[src/rtl/mips_cpu_hilo_muldiv_seq_if.sv]
// Request/result bundle for the sequential HI/LO multiply-divide unit.
// Carries the optional div0 flag when MULDIV_DIV0_FLAG_EN is defined.
interface mips_cpu_hilo_muldiv_seq_if #(
    parameter int WIDTH = 32
);
    logic [WIDTH-1:0] a;
    logic [WIDTH-1:0] b;
    logic [2:0]       op;
    logic             start;
    logic             busy;
    logic             done;
    logic [WIDTH-1:0] hi;
    logic [WIDTH-1:0] lo;
`ifdef MULDIV_DIV0_FLAG_EN
    logic             div0;

    modport master (output a, b, op, start, input busy, done, hi, lo, div0);
    modport slave  (input a, b, op, start, output busy, done, hi, lo, div0);
`else
    modport master (output a, b, op, start, input busy, done, hi, lo);
    modport slave  (input a, b, op, start, output busy, done, hi, lo);
`endif
endinterface

[src/rtl/mips_cpu_hilo_muldiv_seq.sv]
// Sequential MIPS HI/LO unit: MULT/MULTU/DIV/DIVU in WIDTH+1 cycles, MTHI/MTLO immediate.
// Optional divide-by-zero flag output enabled by defining MULDIV_DIV0_FLAG_EN.
module mips_cpu_hilo_muldiv_seq #(
    parameter int WIDTH = 32
) (
    input  logic                        clk,
    input  logic                        reset_n,
    mips_cpu_hilo_muldiv_seq_if.slave   bus
);
    localparam logic [1:0] IDLE = 2'd0;
    localparam logic [1:0] CALC = 2'd1;
    localparam logic [1:0] FIX  = 2'd2;

    localparam int             CW   = $clog2(WIDTH);
    localparam logic [CW-1:0]  LAST = CW'(WIDTH - 1);

    logic [1:0]       state;
    logic [CW-1:0]    cnt;
    logic [WIDTH-1:0] acc;      // product high half / partial remainder
    logic [WIDTH-1:0] lsr;      // multiplier bits / dividend-then-quotient bits
    logic [WIDTH-1:0] opd;      // multiplicand / divisor magnitude
    logic             is_div;
    logic             neg_lo;
    logic             neg_hi;
    logic [WIDTH-1:0] hi_q;
    logic [WIDTH-1:0] lo_q;
    logic             done_q;

    // Request decode and operand magnitude capture.
    logic             accept;
    logic             move;
    logic             op_div;
    logic             b_zero;
    logic             a_neg;
    logic             b_neg;
    logic [WIDTH-1:0] a_mag;
    logic [WIDTH-1:0] b_mag;

    // NOTE: every always_comb output gets a default first so no path leaves it unassigned (no latch).
    always_comb begin
        accept = 1'b0;
        move   = 1'b0;
        if (state == IDLE && bus.start) begin
            accept = ~bus.op[2];
            move   = (bus.op[2:1] == 2'b10);
        end
        op_div = ~bus.op[0];
        b_zero = (bus.b == '0);
        a_neg  = bus.op[1] & bus.a[WIDTH-1];
        b_neg  = bus.op[1] & bus.b[WIDTH-1];
        // A zero divisor keeps the raw dividend so the restoring loop leaves it in hi unchanged.
        a_mag  = (a_neg && !(op_div && b_zero)) ? -bus.a : bus.a;
        b_mag  = b_neg ? -bus.b : bus.b;
    end

    // One iteration of shift-add multiply and restoring divide.
    logic [WIDTH:0]   mul_sum;
    logic [WIDTH:0]   div_shift;
    logic [WIDTH:0]   div_diff;
    logic             div_ge;

    always_comb begin
        mul_sum   = {1'b0, acc} + (lsr[0] ? {1'b0, opd} : '0);
        div_shift = {acc, lsr[WIDTH-1]};
        div_ge    = (div_shift >= {1'b0, opd});
        div_diff  = div_shift - {1'b0, opd};
    end

    // Final sign correction applied in FIX.
    logic [2*WIDTH-1:0] product;
    logic [2*WIDTH-1:0] product_fix;
    logic [WIDTH-1:0]   quo_fix;
    logic [WIDTH-1:0]   rem_fix;

    always_comb begin
        product     = {acc, lsr};
        product_fix = neg_lo ? -product : product;
        quo_fix     = neg_lo ? -lsr : lsr;
        rem_fix     = neg_hi ? -acc : acc;
    end

`ifdef MULDIV_DIV0_FLAG_EN
    logic div_zero_q;
    logic div0_q;
`endif

    // NOTE: sequential state uses non-blocking assignments so all registers update from pre-edge values.
    always_ff @(posedge clk or negedge reset_n) begin
        if (!reset_n) begin
            state  <= IDLE;
            cnt    <= '0;
            acc    <= '0;
            lsr    <= '0;
            opd    <= '0;
            is_div <= 1'b0;
            neg_lo <= 1'b0;
            neg_hi <= 1'b0;
            hi_q   <= '0;
            lo_q   <= '0;
            done_q <= 1'b0;
`ifdef MULDIV_DIV0_FLAG_EN
            div_zero_q <= 1'b0;
            div0_q     <= 1'b0;
`endif
        end else begin
            done_q <= 1'b0;
`ifdef MULDIV_DIV0_FLAG_EN
            div0_q <= 1'b0;
`endif
            case (state)
                IDLE: begin
                    if (accept) begin
                        state  <= CALC;
                        cnt    <= '0;
                        acc    <= '0;
                        lsr    <= a_mag;
                        opd    <= b_mag;
                        is_div <= op_div;
                        if (op_div) begin
                            neg_lo <= (a_neg ^ b_neg) & ~b_zero;
                            neg_hi <= a_neg & ~b_zero;
                        end else begin
                            neg_lo <= a_neg ^ b_neg;
                            neg_hi <= a_neg ^ b_neg;
                        end
`ifdef MULDIV_DIV0_FLAG_EN
                        div_zero_q <= op_div & b_zero;
`endif
                    end else if (move) begin
                        if (bus.op[0]) lo_q <= bus.a;
                        else           hi_q <= bus.a;
                    end
                end
                CALC: begin
                    if (is_div) begin
                        acc <= div_ge ? div_diff[WIDTH-1:0] : div_shift[WIDTH-1:0];
                        lsr <= {lsr[WIDTH-2:0], div_ge};
                    end else begin
                        acc <= mul_sum[WIDTH:1];
                        lsr <= {mul_sum[0], lsr[WIDTH-1:1]};
                    end
                    cnt <= cnt + 1'b1;
                    if (cnt == LAST) state <= FIX;
                end
                FIX: begin
                    if (is_div) begin
                        hi_q <= rem_fix;
                        lo_q <= quo_fix;
                    end else begin
                        hi_q <= product_fix[2*WIDTH-1:WIDTH];
                        lo_q <= product_fix[WIDTH-1:0];
                    end
                    done_q <= 1'b1;
`ifdef MULDIV_DIV0_FLAG_EN
                    div0_q <= div_zero_q;
`endif
                    state  <= IDLE;
                end
                default: state <= IDLE;
            endcase
        end
    end

    assign bus.busy = (state != IDLE);
    assign bus.done = done_q;
    assign bus.hi   = hi_q;
    assign bus.lo   = lo_q;
`ifdef MULDIV_DIV0_FLAG_EN
    assign bus.div0 = div0_q;
`endif

endmodule

[src/flat_wrapper.sv]
// flat-port wrapper written by rule: the top's interface ports become plain ports
module mips_cpu_hilo_muldiv_seq_flat 
#(
    parameter int WIDTH = 32
)
  (clk, reset_n, bus_a, bus_b, bus_op, bus_start, bus_busy, bus_done, bus_hi, bus_lo);
  mips_cpu_hilo_muldiv_seq_if #(.WIDTH(WIDTH)) bus_i ();
  input  logic clk;
  input  logic reset_n;
  input wire logic [$bits(bus_i.a)-1:0] bus_a;
  input wire logic [$bits(bus_i.b)-1:0] bus_b;
  input wire logic [$bits(bus_i.op)-1:0] bus_op;
  input wire logic [$bits(bus_i.start)-1:0] bus_start;
  output wire logic [$bits(bus_i.busy)-1:0] bus_busy;
  output wire logic [$bits(bus_i.done)-1:0] bus_done;
  output wire logic [$bits(bus_i.hi)-1:0] bus_hi;
  output wire logic [$bits(bus_i.lo)-1:0] bus_lo;
  assign bus_i.a = bus_a;
  assign bus_i.b = bus_b;
  assign bus_i.op = bus_op;
  assign bus_i.start = bus_start;
  assign bus_busy = bus_i.busy;
  assign bus_done = bus_i.done;
  assign bus_hi = bus_i.hi;
  assign bus_lo = bus_i.lo;
  mips_cpu_hilo_muldiv_seq #(.WIDTH(WIDTH)) u_core (.clk(clk), .reset_n(reset_n), .bus(bus_i));
endmodule
[config.mk]
export PLATFORM = sky130hd
export DESIGN_NAME = mips_cpu_hilo_muldiv_seq_flat
export DESIGN_NICKNAME = d
export VERILOG_FILES = /design/src/rtl/mips_cpu_hilo_muldiv_seq_if.sv /design/src/rtl/mips_cpu_hilo_muldiv_seq.sv /design/src/flat_wrapper.sv
export SDC_FILE = /design/constraint.sdc
export NUM_CORES = 1
export LEC_CHECK = 0
export BUFFER_PORTS_ARGS = -buffer_cell sky130_fd_sc_hd__buf_2
export CORE_AREA = 8 8 228 164
export DETAILED_ROUTE_END_ITERATION = 10
export DIE_AREA = 0 0 236 172
export PLACE_DENSITY_LB_ADDON = 0.1
export SETUP_SLACK_MARGIN = 0.2
export SLEW_MARGIN = 5
export SYNTH_ARGS = -nofsm -noshare
export SYNTH_HDL_FRONTEND = slang
export SYNTH_SLANG_ARGS = --single-unit
[constraint.sdc]
create_clock -name clk -period 3.23 [get_ports clk]
set_input_delay 0.4845 -clock clk [delete_from_list [all_inputs] [get_ports clk]]
set_output_delay 0.4845 -clock clk [all_outputs]
set_load 0.02 [all_outputs]
# Yosys cells after proc, flatten, opt, wreduce, memory -nomap -nowiden
# Index checks and enable logic that the tools add are counted.
# word_totals
inputBits	70
reg_bits	171
out_inout_bits	66
# classes
reduce_logical	14
mux	33
order_cmp	1
eq_ne	10
n_bitwise	8
addsub	8
# op_table
cell	n
32-bit 2-to-1 mux	18
32-bit case mux with 2 select lines	4
32-bit negation	4
64-bit 2-to-1 mux	1
64-bit negation	1
32-bit by 32-bit adder with 33-bit output	1
33-bit by 32-bit >= comparator with 1-bit output	1
32-bit zero test	1
32-bit subtractor	1
5-bit case mux with 2 select lines	1
4-bit AND reduction	2
2-bit by 1-bit inequality test with 1-bit output, second input constant	3
2-bit inequality test, second input constant	3
2-bit AND reduction	3
2-bit nonzero test	3
5-bit by 1-bit adder with 5-bit output, second input constant	1
5-bit equality test, second input constant	1
1-bit 2-to-1 mux	5
5-bit 2-to-1 mux	1
1-bit AND	4
2-bit equality test, second input constant	2
2-bit 2-to-1 mux	2
2-bit case mux with 2 select lines	1
1-bit logical AND	3
other kinds (5)	7

# Longest topological paths before layout
# Gate-level depths: netlist of the first run.
# depth
word_depth	7
mapped_depth	16
ltp_nobuf	14

# Worst setup path after synthesis of the first run
# No wires, ideal clock.
# synth_path
path_type	reg2reg
startpoint	reg u_core.lsr[0]
endpoint	reg u_core.acc[30]
path_stages_with_launch	17
path_slack_ps	-258
required_ps	3104
t_arrival_ps	3362
setup_ps	126
path_cell_list	dfrtp_1 -> clkbuf_1 -> inv_1 -> clkbuf_1 -> nor2_1 -> ha_1 -> clkbuf_1 -> a211oi_1 -> o21ai_1 -> a2111oi_0 -> a31oi_1 -> and3_1 -> nor2b_1 -> o21ai_1 -> a311oi_1 -> mux2i_1 -> a221o_1
# synth_via
elab_chain_len	4
# synth_lines
item	line_no	rtl
start, declared	mips_cpu_hilo_muldiv_seq.sv:20	logic [WIDTH-1:0] lsr;
start signal, assigned	mips_cpu_hilo_muldiv_seq.sv:116	lsr <= a_mag;
start signal, assigned	mips_cpu_hilo_muldiv_seq.sv:137	lsr <= {lsr[WIDTH-2:0], div_ge};
start signal, assigned	mips_cpu_hilo_muldiv_seq.sv:140	lsr <= {mul_sum[0], lsr[WIDTH-1:1]};
32-bit 2-to-1 mux	mips_cpu_hilo_muldiv_seq.sv:63	mul_sum = {1'b0, acc} + (lsr[0] ? {1'b0, opd} : '0);
32-bit by 32-bit adder with 33-bit output	mips_cpu_hilo_muldiv_seq.sv:63	
32-bit 2-to-1 mux	mips_cpu_hilo_muldiv_seq.sv:135	if (is_div) begin
32-bit case mux with 2 select lines	mips_cpu_hilo_muldiv_seq.sv:110	case (state)
end signal, assigned	mips_cpu_hilo_muldiv_seq.sv:136	acc <= div_ge ? div_diff[WIDTH-1:0] : div_shift[WIDTH-1:0];
end signal, assigned	mips_cpu_hilo_muldiv_seq.sv:139	acc <= mul_sum[WIDTH:1];
end, declared	mips_cpu_hilo_muldiv_seq.sv:19	logic [WIDTH-1:0] acc;
# No other way between the ends.
# A chain may end at the register's enable or synchronous reset.

# Worst setup path after layout of the first run
# layout_path
startpoint	reg u_core.lsr[0]
endpoint	reg u_core.acc[25]
# The elaborated chain is that of the path after synthesis.

==> results of run 1 <==
synthesized netlist by cell type, types with 17 or more instances:
library cell	n	area [µm²]
a211oi_1	32	240
dfrtp_1	171	4280
clkbuf_1	99	372
inv_1	61	229
a21o_1	31	233
or4_1	17	128
or3_1	23	144
a21oi_1	160	801
o31ai_1	28	210
nand2_1	201	754
nor2_1	145	544
xnor2_1	86	753
nand2b_1	17	106
ha_1	70	876
o21ai_1	103	515
nor3_1	34	170
mux2i_1	96	961
o21ai_0	100	500
xor2_1	85	744
nand3_1	32	160
logic make-up (layout without fill, tap and decap cells):
family | after synthesis | in the layout | share of synthesized area
AND/OR/NAND/NOR | 547 | 547 | 0.179
adder cells (fa/ha/maj) | 72 | 72 | 0.0640
flip-flops | 171 | 171 | 0.299
AO/OA/AOI/OAI | 557 | 557 | 0.235
multiplexers | 103 | 103 | 0.0726
buffers and inverters | 175 | 511 | 0.0463
XOR/XNOR | 171 | 171 | 0.105
power breakdown:
group / internal (mW) / switching [mW] / total (mW)
logic: 8.70 / 10.6 / 19.3
registers: 3.25 / 0.965 / 4.22
clock network: 1.16 / 0.966 / 2.13
worst max path at each step:
stage / from / endpoint / slack, ns / depth (start not counted)
finish: u_core.lsr[0]$_DFFE_PN0P_ / u_core.acc[25]$_DFFE_PN0P_ / -0.07 / 16
global route: u_core.lsr[0]$_DFFE_PN0P_ / u_core.acc[25]$_DFFE_PN0P_ / -0.17 / 16
CTS: u_core.lsr[0]$_DFFE_PN0P_ / u_core.acc[29]$_DFFE_PN0P_ / 0.04 / 15
detailed placement: bus_b[4] / u_core.lsr[31]$_DFFE_PN0P_ / -0.43 / 11
global placement: bus_b[4] / u_core.lsr[31]$_DFFE_PN0P_ / -0.43 / 11
floorplan: u_core.lsr[0]$_DFFE_PN0P_ / u_core.acc[30]$_DFFE_PN0P_ / 0.09 / 16
area by class of cell:
| class | count | area (µm²) | share of cell area |
|---|---|---|---|
| inverters | 64 | 245 | 0.0127 |
| multi-input cells | 1450 | 10600 | 0.548 |
| flip-flops and latches | 171 | 4290 | 0.222 |
| clock inverters | 9 | 115 | 0.00596 |
| clock buffers | 22 | 454 | 0.0235 |
| well taps | 442 | 553 | 0.0286 |
| repair inverters | 1 | 7.51 | 0.000389 |
| repair buffers | 415 | 3060 | 0.158 |
stage by stage:
stage / setup WS, ns / std cells / util / total power, mW / TNS [ns]
final: -0.0669 / 2574 / 0.568 / 25.6 / -0.168
after global routing: -0.169 / 2574 / 0.568 / 27.4 / -1.08
after global placement: -0.430 / 2491 / 0.499 / 19.3 / -2.62
after detailed placement: -0.432 / 2491 / 0.499 / 19.4 / -3.61
after floorplan: 0.0915 / 1796 / - / 14.0 / 0
after CTS: 0.0379 / 2537 / 0.533 / 22.9 / 0
routing by layer:
layer	part of all wire	up-vias	track usage
li1	-	7072	-
met1	0.48	7308	0.368
met5	0	-	0
met4	0.025	0	0.0790
met3	0.063	81	0.0564
met2	0.43	498	0.377
state kept, by name, indices dropped and copies added (netlist names):
register	count
u_core.bus.hi	32
u_core.acc	32
u_core.neg_hi	1
u_core.cnt	5
u_core.is_div	1
u_core.opd	32
u_core.bus.lo	32
u_core.bus.done	1
u_core.lsr	32
u_core.state	2
u_core.neg_lo	1
what timing repair did:
item	CTS	global route
cloned	1	2
pin swaps	48	125
buffers inserted	14	35
gates resized for setup	101	187
endpoints found under the setup margin	53	63
==> results.py, run 1 <==
metrics = {
    "global_route": {
        "grt_max_degree": 65,
        "grt_first_pass_wirelength_um": 82500,
        "grtUsageTotal": 0.256,
        "overflow": 0,
        "antenna_found_initial": 1,
        "grt_pass1_vias": 14300,
    },
    "logic_synthesis": {
        "async_reset_ff_frac": 1.00,
        "syn_inst": 1796,
        "syn_area_um2": 14300,
        "postSynthAreaPerCell_um2": 7.97,
        "ys_seq_area_frac": 0.299,
        "synth_edf_count": 0,
        "ys.flop_type": "dfrtp_1",
        "synth_cell_types": 75,
        "synth_seq_cells": 171,
        "syn-num-nets": 1938,
        "yosysWarnings": 0,
    },
    "finish": {
        "layout_common_cells": "237 x buf_4, 186 x nand2_1, 163 x dfrtp_1",
        "nets": 2262,
        "nFillCells": 3119,
        "layout.cells.most_common": "buf_4",
        "antennaDiodeCount": 0,
        "design_area_um2": 19300,
        "syn_to_final_growth_pct": 34.9,
        "layout-drive-gt1-share": 0.312,
    },
    "clock_network": {
        "cts_sinks": 171,
        "cts_hold_buf": 0,
        "h-tree-depth": 4,
        "clockBufferDepth": 2,
        "cts_buffers": 17,
        "cts_root_buf": "clkbuf_16",
        "clk_pin_slew_ns": 0.07,
        "cts_tree": "done",
        "clk-insertion-delay-late_ns": 0.46,
    },
    "timing": {
        "maxSlewHeadroom": 0.454,
        "finClkSkew_ns": 0.00817,
        "finalMaxSlewViolations": 0,
        "finalSetupViolCount": 4,
        "min_period_over_period": 1.02,
        "fin_ws_ns": -0.0669,
        "max_freq_mhz": 303,
        "min_period_ns": 3.30,
        "grt_setup_unrepaired": "yes",
        "tightest_slew_ns": 0.819,
        "hold_viol_final": 0,
        "hold_ws_ns": 0.0308,
    },
    "floorplan": {
        "initial_core_util": 0.421,
        "die-area_um2": 40600,
        "pin_count": 136,
        "num_rows": 57,
        "core_um2": 34000,
        "die_h_um": 172,
        "fp.dieW_um": 236,
    },
    "setup_path": {
        "cp.required_ns": 3.58,
        "path_class": "flip-flop to flip-flop",
        "reg2reg_from": "u_core.lsr[0]$_DFFE_PN0P_",
        "path_delay_family": "compound AO/OA/AOI/OAI gates",
        "cp.arrival_ns": 3.64,
        "slowest_stage": "dfrtp_2",
        "cp_slowest_stage_delay_ns": 0.46,
        "path_max_fanout": 5,
        "start_kind": "flip-flop",
        "worstPathCellList": "clkinvlp_4, buf_6, nor2_4, ha_4, a21o_1, a211oi_2, a211oi_2, buf_4, o31ai_4, o21ai_4, buf_6, a21o_1, a21oi_2, xor2_1, o21ai_1, a22o_1",
        "setup.worst_path.end_class": "flip-flop",
        "crit-reg2reg-capture": "u_core.acc[25]$_DFFE_PN0P_",
        "reg2regPathDepth": 16,
        "rrSetupSlack_ns": -0.07,
        "path_buf_inv": 4,
    },
    "job": {
        "cap_violations": 0,
    },
    "placement": {
        "port_buffers": 135,
        "gp_congestion": 0.976,
        "placed_area_um2": 17000,
        "hpwl_um": 39200,
    },
    "detailed_routing": {
        "first_iter_violations": 1477,
        "wl_per_cell_um": 21.1,
        "ant_nets": 0,
        "vias": 15000,
        "drcViolationCount": 0,
        "wirelength_um": 54300,
        "detail_route.vias_per_cell": 5.81,
        "firstDrtPassIters": 5,
    },
    "power_and_ir_drop": {
        "p_per_area_nw_per_um2": 1330,
        "ir_drop_mv": 0.621,
        "power.leakage_nw": 8.52,
    },
    "worst_hold_path": {
        "hp-class": "input port to asynchronous set/reset pin",
    },
    "run_status": {
        "status": "finished, violations left",
        "violations": "setup timing",
    },
}
Power figures use the tool's default switching activity.
==> run 2, diff against run 1 <==
CORE_AREA = 2 2 222 158   (was 8 8 228 164)
DIE_AREA = 0 0 224 160   (was 0 0 236 172)
REMOVE_ABC_BUFFERS = 1   (was not set)
==> run 2 against run 1 <==
Compared with the run above:
- non-clock buffer count rose by 42
- combinational power decreased by 4%
- wire length decreased by 2.3%
- sequential share of layout area decreased by 0.15 points
- the flow still finishes with violations (setup timing)
- maximum frequency is 0.73% higher
- via count shrank 0.96%
- cell area is 0.47% higher
- sequential cell count did not move
- sequential power decreased by 1%
- first-iteration DRC count is 27% lower
- total power is 2.9% lower
- clock power about the same
==> results.py, run 2 (synthesis results as in run 1) <==
metrics = {
    "run_status": {
        "status": "finished, violations left",
        "violations": "setup timing",
    },
    "timing": {
        "min_period_ns": 3.27,
        "hold_viol_final": 0,
        "min_period_over_period": 1.01,
        "finalSetupViolCount": 1,
        "fin_ws_ns": -0.0431,
        "finalMaxSlewViolations": 0,
        "tightest_slew_ns": 0.921,
        "setup_tns_ns": -0.0431,
        "max_freq_mhz": 306,
        "grt_setup_unrepaired": "yes",
        "finClkSkew_ns": 0.0162,
        "maxSlewHeadroom": 0.386,
    },
    "placement": {
        "placedCellCount": 2542,
        "gp_congestion": 0.913,
        "hpwl_um": 39400,
        "port_buffers": 135,
    },
    "clock_network": {
        "clockBufferDepth": 2,
        "cts_tree": "done",
        "clk-insertion-delay-late_ns": 0.47,
        "cts_sinks": 171,
        "clk_pin_slew_ns": 0.07,
        "cts_root_buf": "clkbuf_16",
        "h-tree-depth": 4,
        "cts_hold_buf": 0,
        "cts_buffers": 17,
    },
    "global_route": {
        "overflow": 0,
        "grt_pass1_vias": 14400,
        "antenna_found_initial": 0,
        "grt_max_degree": 67,
        "grtUsageTotal": 0.296,
        "grt_first_pass_wirelength_um": 82900,
    },
    "floorplan": {
        "die-area_um2": 35800,
        "num_rows": 57,
        "core_um2": 34000,
        "pin_count": 136,
        "die_h_um": 160,
        "initial_core_util": 0.421,
        "fp.dieW_um": 224,
    },
    "setup_path": {
        "cp.required_ns": 3.58,
        "path_max_fanout": 2,
        "reg2regPathDepth": 15,
        "reg2reg_from": "u_core.lsr[31]$_DFFE_PN0P_",
        "rrSetupSlack_ns": -0.04,
        "start_kind": "flip-flop",
        "path_class": "flip-flop to flip-flop",
        "crit-reg2reg-capture": "u_core.acc[30]$_DFFE_PN0P_",
        "cp.arrival_ns": 3.62,
        "setup.worst_path.end_class": "flip-flop",
    },
    "detailed_routing": {
        "vias": 14800,
        "ant_nets": 0,
        "wirelength_um": 53000,
        "detail_route.vias_per_cell": 5.66,
        "firstDrtPassIters": 5,
        "first_iter_violations": 1077,
        "drcViolationCount": 0,
        "wl_per_cell_um": 20.3,
    },
    "finish": {
        "layout.cells.most_common": "buf_4",
        "multi_input_area_um2": 10400,
        "layout.cells.non_filler": 2616,
        "nFillCells": 3186,
        "layout-drive-gt1-share": 0.312,
        "final-seq-area_um2": 4280,
        "syn_to_final_growth_pct": 35.5,
        "layout_common_cells": "280 x buf_4, 188 x nand2_1, 170 x dfrtp_1",
        "antennaDiodeCount": 0,
        "nets": 2303,
    },
    "worst_hold_path": {
        "hp-class": "input port to asynchronous set/reset pin",
    },
    "job": {
        "cap_violations": 0,
    },
    "power_and_ir_drop": {
        "ir_drop_mv": 0.974,
        "power.leakage_nw": 8.73,
        "p_per_area_nw_per_um2": 1280,
    },
}
==> run 2: cell count changes in the layout (fill, tap and decap cells not counted), sizes merged <==
| cell | previous run | this run |
|---|---|---|
| clkbuf | 23 | 19 |
| bufinv | 2 | 0 |
| buf | 414 | 457 |
| clkinv | 3 | 6 |
| inv | 66 | 70 |
| clkinvlp | 3 | 1 |
==> run 2: cell type report <==
class / count / share of cell area
Sequential cell: 171 / 0.221
Inverter: 64 / 0.0125
Tap cell: 442 / 0.0285
Timing Repair Buffer: 457 / 0.172
Clock buffer: 19 / 0.0233
Multi-Input combinational cell: 1450 / 0.536
Clock inverter: 13 / 0.00671
==> run 2: power by group <==
part | internal, mW | switching (mW) | total, mW
sequential | 3.24 | 0.918 | 4.16
combinational | 8.48 | 10.1 | 18.6
clock | 1.06 | 1.06 | 2.12
total | 12.8 | 12.1 | 24.9
==> run 2: worst max-delay path, stage by stage (launching register included) <==
cell and delay [ns]:
dfrtp_1 0.40, inv_2 0.08, ha_4 0.13, inv_2 0.03
fa_2 0.33, a211o_1 0.29, a31o_4 0.25, a21oi_4 0.16
buf_6 0.14, o311a_4 0.21, nor3_2 0.07, a211o_1 0.30
a21oi_2 0.15, xor2_1 0.22, o21ai_1 0.10, a221o_1 0.29
==> run 2: timing repair <==
item	4_1_cts	5_1_grt
gates cloned	1	0
endpoints found under the setup margin	51	77
endpoints found under the hold margin	0	0
buffers inserted	21	20
resized for setup	104	135
pin swaps	61	86
==> run 2: worst max path at each step <==
stage / startpoint / to / slack [ns] / depth (start not counted)
after floorplan: u_core.state[1]$_DFFE_PN0P_ / u_core.acc[16]$_DFFE_PN0P_ / -0.66 / 3
after global placement: u_core.lsr[0]$_DFFE_PN0P_ / u_core.acc[30]$_DFFE_PN0P_ / -0.19 / 15
after detailed placement: u_core.lsr[0]$_DFFE_PN0P_ / u_core.acc[30]$_DFFE_PN0P_ / -0.20 / 15
after CTS: u_core.lsr[31]$_DFFE_PN0P_ / u_core.acc[28]$_DFFE_PN0P_ / 0.01 / 16
after global routing: u_core.lsr[0]$_DFFE_PN0P_ / u_core.acc[30]$_DFFE_PN0P_ / -0.15 / 16
final: u_core.lsr[31]$_DFFE_PN0P_ / u_core.acc[30]$_DFFE_PN0P_ / -0.04 / 15
==> run 2: through the flow <==
stage                     hold slack, ns  setup WS [ns]  power (mW)  cell area (µm²)  utilization
after CTS                         0.0649         0.0144        23.4            18600        0.547
after global placement             0.465         -0.195        19.9            17400        0.511
after floorplan                    0.189         -0.663        13.7            13900            -
after detailed placement           0.471         -0.196        20.0            17400        0.511
final                             0.0482        -0.0431        24.9            19400        0.570
after global routing               0.104         -0.151        26.7            19400        0.570
==> run 2: layer usage <==
| metal | wire [µm] | share of wire | global-route usage | vias up |
|---|---|---|---|---|
| li1 | - | - | - | 7155 |
| met2 | 22100 | 0.42 | 0.426 | 423 |
| met3 | 3020 | 0.057 | 0.0480 | 47 |
| met1 | 27000 | 0.51 | 0.456 | 7191 |
| met4 | 904 | 0.017 | 0.0742 | 0 |
| met5 | 0 | 0 | 0 | - |
==> run 3, diff against run 2 <==
REMOVE_ABC_BUFFERS = not set   (was 1)
clock period = 3.2 ns   (was 3.23 ns; I/O delays follow)
==> run 3 against run 2 <==
Compared with the run above:
- the flow still finishes with violations (setup timing)
- via count grew 0.40%
- hold slack improved by 0.26 ns
- sequential power rose by 2%
- global-route usage down 0.59 points
- clock power rose by 5%
- clock-buffer cell count rose by 1
- register-to-register slack lost 0.04 ns
- cell area barely moved
- first-iteration DRC count grew 23%
- non-clock buffer count decreased by 38
- cell count is 1.4% lower
- largest cell class unchanged
==> results.py, run 3 (synthesis results as in run 1) <==
metrics = {
    "run_status": {
        "status": "finished, violations left",
        "violations": "setup timing",
    },
    "placement": {
        "port_buffers": 135,
        "gp_congestion": 0.922,
        "hpwl_um": 38600,
    },
    "finish": {
        "antennaDiodeCount": 0,
        "layout_common_cells": "239 x buf_4, 185 x nand2_1, 166 x dfrtp_1",
        "syn_to_final_growth_pct": 35.5,
        "layout-drive-gt1-share": 0.314,
        "nets": 2266,
        "layout.cells.most_common": "buf_4",
    },
    "clock_network": {
        "cts_sinks": 171,
        "cts_tree": "done",
        "clk-insertion-delay-late_ns": 0.47,
        "h-tree-depth": 4,
        "clockBufferDepth": 2,
        "cts_buffers": 17,
        "cts_root_buf": "clkbuf_16",
        "clk_pin_slew_ns": 0.07,
    },
    "floorplan": {
        "die-area_um2": 35800,
        "fp.dieW_um": 224,
        "num_rows": 57,
        "core_um2": 34000,
        "die_h_um": 160,
        "pin_count": 136,
        "initial_core_util": 0.421,
    },
    "timing": {
        "hold_ws_ns": 0.304,
        "min_period_ns": 3.28,
        "grt_setup_unrepaired": "yes",
        "finClkSkew_ns": 0.0161,
        "tightest_slew_ns": 0.808,
        "maxSlewHeadroom": 0.462,
        "min_period_over_period": 1.03,
        "fin_ws_ns": -0.0843,
        "hold_viol_final": 0,
        "max_freq_mhz": 304,
        "setup_tns_ns": -0.189,
        "finalSetupViolCount": 4,
        "finalMaxSlewViolations": 0,
    },
    "setup_path": {
        "path_class": "flip-flop to flip-flop",
        "reg2regPathDepth": 17,
        "reg2reg_from": "u_core.lsr[0]$_DFFE_PN0P_",
        "crit-reg2reg-capture": "u_core.acc[27]$_DFFE_PN0P_",
        "cp.required_ns": 3.55,
        "cp.arrival_ns": 3.63,
        "setup.worst_path.end_class": "flip-flop",
        "start_kind": "flip-flop",
        "rrSetupSlack_ns": -0.08,
        "path_max_fanout": 4,
    },
    "job": {
        "cap_violations": 0,
    },
    "global_route": {
        "grt_pass1_vias": 14100,
        "antenna_found_initial": 0,
        "overflow": 0,
        "grt_first_pass_wirelength_um": 81100,
        "grtUsageTotal": 0.290,
        "grt_max_degree": 64,
    },
    "detailed_routing": {
        "detail_route.vias_per_cell": 5.77,
        "wirelength_um": 52600,
        "drcViolationCount": 0,
        "ant_nets": 0,
        "vias": 14900,
        "firstDrtPassIters": 5,
        "first_iter_violations": 1327,
        "wl_per_cell_um": 20.4,
    },
    "power_and_ir_drop": {
        "power.leakage_nw": 8.57,
        "p_per_area_nw_per_um2": 1300,
        "ir_drop_mv": 0.642,
    },
    "worst_hold_path": {
        "min_to": "u_core.opd[27]$_DFFE_PN0P_",
        "min_path_cells": 3,
        "hp-class": "input port to flip-flop",
        "holdCritStartpoint": "bus_b[27]",
    },
}
## run 3: critical path, cell delays in order, from the launching register on
cell        delay, ns
dfrtp_2          0.46
clkinvlp_4       0.18
buf_6            0.16
buf_6            0.12
nor2_4           0.09
ha_4             0.22
o211ai_1         0.09
a21o_1           0.19
a211oi_2         0.09
buf_4            0.17
o31ai_4          0.30
o21ai_2          0.12
buf_4            0.15
a31oi_4          0.21
buf_6            0.14
xor2_4           0.16
a21oi_2          0.07
a22o_1           0.23
## run 3: per-stage QoR
| step | std cells | instance area (µm²) | total power [mW] | utilization | worst slack (ns) |
|---|---|---|---|---|---|
| after floorplan | 1796 | 14400 | 14.2 | - | 0.0615 |
| after global routing | 2579 | 19400 | 27.0 | 0.570 | -0.169 |
| after CTS | 2563 | 18300 | 23.1 | 0.539 | 0.0192 |
| final | 2579 | 19400 | 25.3 | 0.570 | -0.0843 |
| after global placement | 2504 | 17100 | 19.7 | 0.504 | -0.458 |
| after detailed placement | 2504 | 17100 | 19.8 | 0.504 | -0.470 |
## run 3: worst max-delay path by stage
stage,from,endpoint
after floorplan,u_core.lsr[0]$_DFFE_PN0P_,u_core.acc[30]$_DFFE_PN0P_
after CTS,u_core.lsr[31]$_DFFE_PN0P_,u_core.acc[30]$_DFFE_PN0P_
after global placement,bus_b[4],u_core.lsr[31]$_DFFE_PN0P_
final,u_core.lsr[0]$_DFFE_PN0P_,u_core.acc[27]$_DFFE_PN0P_
after global routing,u_core.lsr[0]$_DFFE_PN0P_,u_core.acc[27]$_DFFE_PN0P_
after detailed placement,bus_b[4],u_core.lsr[31]$_DFFE_PN0P_
## run 3: routing by layer
| layer | GRT usage | wire, µm |
|---|---|---|
| met1 | 0.436 | 25600 |
| met2 | 0.421 | 22500 |
| met3 | 0.0638 | 3600 |
| met4 | 0.0661 | 964 |
| met5 | 0 | 0 |
## run 3: repair_timing
item / 4_1_cts / 5_1_grt
setup buffers: 25 / 16
hold buffers: 1 / 0
gates cloned: 1 / 0
gates resized for setup: 87 / 187
pin swaps: 55 / 83
endpoints found under the setup margin: 61 / 82
endpoints found under the hold margin: 26 / 0
## run 3: power by group
part | leakage, nW | internal (mW) | switching [mW]
clock | 0.283 | 1.20 | 1.03
sequential | 2.03 | 3.28 | 0.959
combinational | 6.26 | 8.47 | 10.3
## run 3: final cells by class
| type | count | area (µm²) |
|---|---|---|
| clock buffers | 20 | 457 |
| clock inverters | 12 | 136 |
| fillers | 3140 | 14600 |
| inverters | 64 | 248 |
| multi-input cells | 1450 | 10600 |
| flip-flops and latches | 171 | 4290 |
| well taps | 442 | 553 |
| repair buffers | 419 | 3090 |
| repair inverters | 1 | 7.51 |
